`src/rtl/btn_debounce_repeat.sv`:
```
// Board button conditioner for the digipot controller.
// Every raw button is synchronized and debounced. BTN0/BTN1 become step
// pulses with press-and-hold auto-repeat; BTN2/BTN3 pass their debounced level.
// Holding BTN0 and BTN1 together suppresses stepping on both channels.
module btn_debounce_repeat #(
    parameter int unsigned DEBOUNCE_CYC      = 1000000,
    parameter int unsigned REPEAT_DELAY_CYC  = 50000000,
    parameter int unsigned REPEAT_PERIOD_CYC = 10000000,
    parameter int unsigned PULSE_CYC         = 4
) (
    input  logic       clk,
    input  logic       resetn,
    input  logic [3:0] btns_raw,
    output logic [3:0] btns_out,
    output logic [3:0] btns_level
);

    localparam logic [31:0] DB_LAST     = 32'(DEBOUNCE_CYC - 1);
    localparam logic [31:0] DELAY_LOAD  = 32'(REPEAT_DELAY_CYC);
    localparam logic [31:0] PERIOD_LOAD = 32'(REPEAT_PERIOD_CYC);
    localparam logic [31:0] PW_LOAD     = 32'(PULSE_CYC);

    typedef enum logic [1:0] {
        IDLE   = 2'd0,
        PULSE  = 2'd1,
        DELAY  = 2'd2,
        PERIOD = 2'd3
    } step_state_e;

    logic [3:0]  sync1_q;
    logic [3:0]  sync2_q;
    logic [3:0]  level_q;
    logic [3:0]  level_d;
    logic [31:0] cnt_q [4];
    logic [31:0] cnt_d [4];
    logic        inhibit;
    logic [1:0]  step_out;

    // Two-flop synchronizer for the asynchronous button inputs.
    always_ff @(posedge clk) begin
        if (!resetn) begin
            sync1_q <= '0;
            sync2_q <= '0;
        end else begin
            sync1_q <= btns_raw;
            sync2_q <= sync1_q;
        end
    end

    // Debounce next state: a mismatch must persist DEBOUNCE_CYC cycles to flip the level.
    always_comb begin
        level_d = level_q;
        for (int i = 0; i < 4; i++) begin
            cnt_d[i] = '0;
            if (sync2_q[i] != level_q[i]) begin
                if (cnt_q[i] == DB_LAST) begin
                    level_d[i] = ~level_q[i];
                end else begin
                    cnt_d[i] = cnt_q[i] + 32'd1;
                end
            end
        end
    end

    // Debounced level and stability counter registers.
    always_ff @(posedge clk) begin
        if (!resetn) begin
            level_q <= '0;
            for (int i = 0; i < 4; i++) begin
                cnt_q[i] <= '0;
            end
        end else begin
            level_q <= level_d;
            cnt_q   <= cnt_d;
        end
    end

    // Both step buttons held: the current and previous level are both
    // considered so the cycle on which the inhibit lifts still reloads the
    // delay, giving a full REPEAT_DELAY_CYC before the next pulse.
    assign inhibit = (level_d[0] & level_d[1]) | (level_q[0] & level_q[1]);

    for (genvar g = 0; g < 2; g++) begin : g_step
        step_state_e state_q;
        logic [31:0] timer_q;
        logic [31:0] pw_q;
        logic        out_q;

        // Step sequencer: first pulse on press, repeats after delay/period,
        // pulses always finish their full width even after release.
        always_ff @(posedge clk) begin
            if (!resetn) begin
                state_q <= IDLE;
                timer_q <= '0;
                pw_q    <= '0;
                out_q   <= 1'b0;
            end else begin
                if (pw_q > 32'd1) begin
                    pw_q <= pw_q - 32'd1;
                end else if (pw_q == 32'd1) begin
                    pw_q  <= '0;
                    out_q <= 1'b0;
                end

                if (timer_q != '0) begin
                    timer_q <= timer_q - 32'd1;
                end

                if (!level_d[g]) begin
                    state_q <= IDLE;
                    timer_q <= '0;
                end else begin
                    case (state_q)
                        IDLE: begin
                            if (inhibit) begin
                                state_q <= DELAY;
                                timer_q <= DELAY_LOAD;
                            end else if (pw_q == '0) begin
                                state_q <= PULSE;
                                timer_q <= DELAY_LOAD;
                                pw_q    <= PW_LOAD;
                                out_q   <= 1'b1;
                            end
                        end
                        PULSE: begin
                            if (inhibit) begin
                                timer_q <= DELAY_LOAD;
                            end
                            if (pw_q < 32'd2) begin
                                state_q <= DELAY;
                            end
                        end
                        DELAY, PERIOD: begin
                            if (inhibit) begin
                                state_q <= DELAY;
                                timer_q <= DELAY_LOAD;
                            end else if (timer_q < 32'd2) begin
                                state_q <= PERIOD;
                                timer_q <= PERIOD_LOAD;
                                pw_q    <= PW_LOAD;
                                out_q   <= 1'b1;
                            end
                        end
                        default: state_q <= IDLE;
                    endcase
                end
            end
        end

        assign step_out[g] = out_q;
    end

    assign btns_level = level_q;
    assign btns_out   = {level_q[3:2], step_out};

endmodule

```
`config.mk`:
```
export PLATFORM = sky130hd
export DESIGN_NAME = btn_debounce_repeat
export DESIGN_NICKNAME = d
export VERILOG_FILES = /design/src/rtl/btn_debounce_repeat.sv
export SDC_FILE = /design/constraint.sdc
export NUM_CORES = 1
export LEC_CHECK = 0
export CAP_MARGIN = 20
export CORE_UTILIZATION = 61
export DETAILED_ROUTE_END_ITERATION = 8
export PLACE_DENSITY = 0.76
export SLEW_MARGIN = 10
export SYNTH_ARGS = -nofsm -noshare
export SYNTH_HDL_FRONTEND = slang
export SYNTH_SLANG_ARGS = --single-unit
```
`constraint.sdc`:
```
create_clock -name clk -period 5.3 [get_ports clk]
set_input_delay 1.325 -clock clk [delete_from_list [all_inputs] [get_ports clk]]
set_output_delay 1.325 -clock clk [all_outputs]
set_load 0.005 [all_outputs]
```
==> metrics.csv <==
metric,value,unit
1st-pass router iterations,5,
Clock Skew,8.78,ps
Slew Limit Headroom,28.4,%
total number of vias,9587,
total I/O pin count,14,
hold slack,443,ps
PortBufs,13,
top_reg_cell synth,dfxtp_1,
DP HPWL,15300,um
Clk network pwr share,49.7,%
Pint,3.35,mW
crit path launch type,flop,
post-synth net total,1453,
"Slowest-stage cell, CP",a31oi_1,
#FFs+latches synth,274,
Synth Warn #,0,
Die W,144,um
PnR worst setup slack,1840,ps
Cells after Synth,1433,
Worst path max stage delay,770,ps
power per cell area,305,nW/um2
Tcrit/Tclk final,65.4,%
area occupied by multi-input gates,6520,um2
GR Overflow Total,0,
"CP delay by family, top",simple AND/OR/NAND/NOR gates,
Die ar.,20800,um2
max-cap viol count,0,
"Setup violations, final",0,
"Worst Path Class, Setup",reg -> reg,
RSZ-0062 raised after global routing,no,
largest net degree at the start of global routing,33,
Root Driver,clkbuf_16,
Tightest Pin Transition,1060,ps
Worst IR Drop VDD,0.000276,V
CP required,5740,ps
Post-CTS Resized,0,
Max Freq,289,MHz
wire per inst,13.3,um
1st-iter DRT viols,420,
Layout area overhead,11.0,%
clock sink count,274,
Flop pwr share,49.5,%
worst min path class,reg -> reg,
register area share after synthesis,44.5,%
fraction of registers with async set/reset,0,%
CTS tree,yes,
register area,5490,um2
Critical Path Sink Type,flop,
GR Util All Layers,22.8,%
clock buffer depth,3,
Logic pwr share,0.7,%
# DRC,0,
setup TNS,0,ps
top-area cell type share of the netlist area,44.5,%
switch share,19.6,%
worst path bufs/invs,0,
setup repair bufs after CTS,0,
CTS H-tree lvls,1,
FP Rows,51,
first-pass GRT wire length,39700,um
Mapped Area,12300,um2
number of flops mapped to enable cells by yosys,0,
Fill cells,1619,
remaining antenna violation count after routing,0,
layout cells sized above 1,5.72,%
worst endpoint data arrival time,3900,ps
Mean Syn Cell Area,8.61,um2
die height,144,um
"commonest non-fill, non-tap cell in the layout",nor2_1,
leading area contributor after synthesis,dfxtp_1,
initial antenna violation count,0,
Worst-Skew Late Latency,530,ps
switching power,0.818,mW
Synth cell types,63,
post-place setup slack,1830,ps
Routed WL,23000,um
CP max FO,18,
final antenna diode count,0,
Inserted Clock Buffers,29,
post-layout min period,3460,ps
most frequent cells in the layout,"nor2_1, dfxtp_1, xor2_1, xnor2_1, nand2_1",
Fin. Hold Viols,0,
Initial Utilization,62.8,%
CP cell instances,ha_1 > and3_1 > nand3_1 > nor4_1 > o21ai_0 > a31oi_1 > nand3_2 > a211oi_1,
Leak Pwr,4.80,nW
status,finished clean,
post-detailed-route via-to-cell ratio,5.53,
"Reg clk slew, reported paths",60,ps
synth top area cells,"dfxtp_1, nor2_1, xor2_1, xnor2_1, nand3_1",
vias in the first global route,9056,
final net count,1467,
CORE AREA,19700,um2
hold buffer count at CTS,0,
GP Congestion,0.795,
Slew Limit Fails,0,
-- worst register-to-register path: cells and delay by family (launching register included) --
kind,cells,cell delay [ps]
AO/OA/AOI/OAI,3,1390
AND/OR/NAND/NOR,4,1390
adder cells (fa/ha/maj),1,220
flip-flops,1,360
-- power groups by stage --
stage / logic (mW) / registers (mW) / clock network, mW
final: 0.0313 / 2.07 / 2.07
after CTS: 0.0305 / 2.07 / 2.11
after floorplan: 0.0210 / 2.11 / 0
after detailed placement: 0.0303 / 2.11 / 0
after global placement: 0.0301 / 2.11 / 0
after global routing: 0.0345 / 2.06 / 2.20
-- final cells by class --
type / count / area share (%)
multi-input cells: 1081 / 47.6
inverters: 38 / 1.04
clock inverters: 14 / 1.26
flip-flops and latches: 274 / 40.1
clock buffers: 39 / 6.01
well taps: 265 / 2.42
repair buffers: 23 / 1.59
-- stage by stage --
| step | area [um2] | total power [mW] | util (%) | std cells |
|---|---|---|---|---|
| final | 13700 | 4.17 | 69.6 | 1734 |
| after global routing | 13700 | 4.30 | 69.6 | 1734 |
| after CTS | 13700 | 4.21 | 69.5 | 1732 |
| after detailed placement | 12700 | 2.14 | 64.4 | 1679 |
| after global placement | 12700 | 2.14 | 64.4 | 1679 |
| after floorplan | 12300 | 2.13 | - | 1433 |
-- final timing paths --
kind | from | endpoint | slack [ps] | cells after the start
worst max-delay path | cnt_q[64] | g_step[1].timer_q[1] | 1840 | 8
worst min-delay path | sync1_q[1] | sync2_q[1] | 440 | 1
worst max register to register | cnt_q[64] | g_step[1].timer_q[1] | 1840 | 8
worst min register to register | sync1_q[1] | sync2_q[1] | 440 | 1
-- cell families (layout without fill, tap and decap cells) --
family	Yosys count	count (layout)	share of synthesized area, %
simple gates	729	729	29.8
flops	274	274	44.5
xor+xnor	218	218	15.5
compound gates	117	117	5.83
buf+inv	78	114	2.71
fa+ha+maj	14	14	1.42
mux	3	3	0.254
-- layer usage --
metal | global-route usage, % | up-vias | routed length (um)
met3 | 3.81 | 28 | 756
met4 | 5.60 | 0 | 368
li1 | - | 4950 | -
met2 | 40.6 | 102 | 11100
met1 | 28.4 | 4507 | 10800
met5 | 0 | - | 0
-- Yosys cell counts (28+ instances only) --
cell type    n
nor3_1      40
o21ai_0     28
or3_1       31
xnor2_1    105
a21oi_1     54
nor4_1      43
nand3_1     73
nor2_1     278
inv_1       38
dfxtp_1    274
nand4_1     36
nand2_1     87
xor2_1     113
-- sequential cells by signal, indices dropped and copies added (netlist names) --
signal	flops
sync1_q	4
btns_level	4
g_step.state_q	4
g_step.out_q	2
g_step.pw_q	64
g_step.timer_q	64
cnt_q	128
sync2_q	4
No activity file was read; power rests on OpenSTA's default activity.
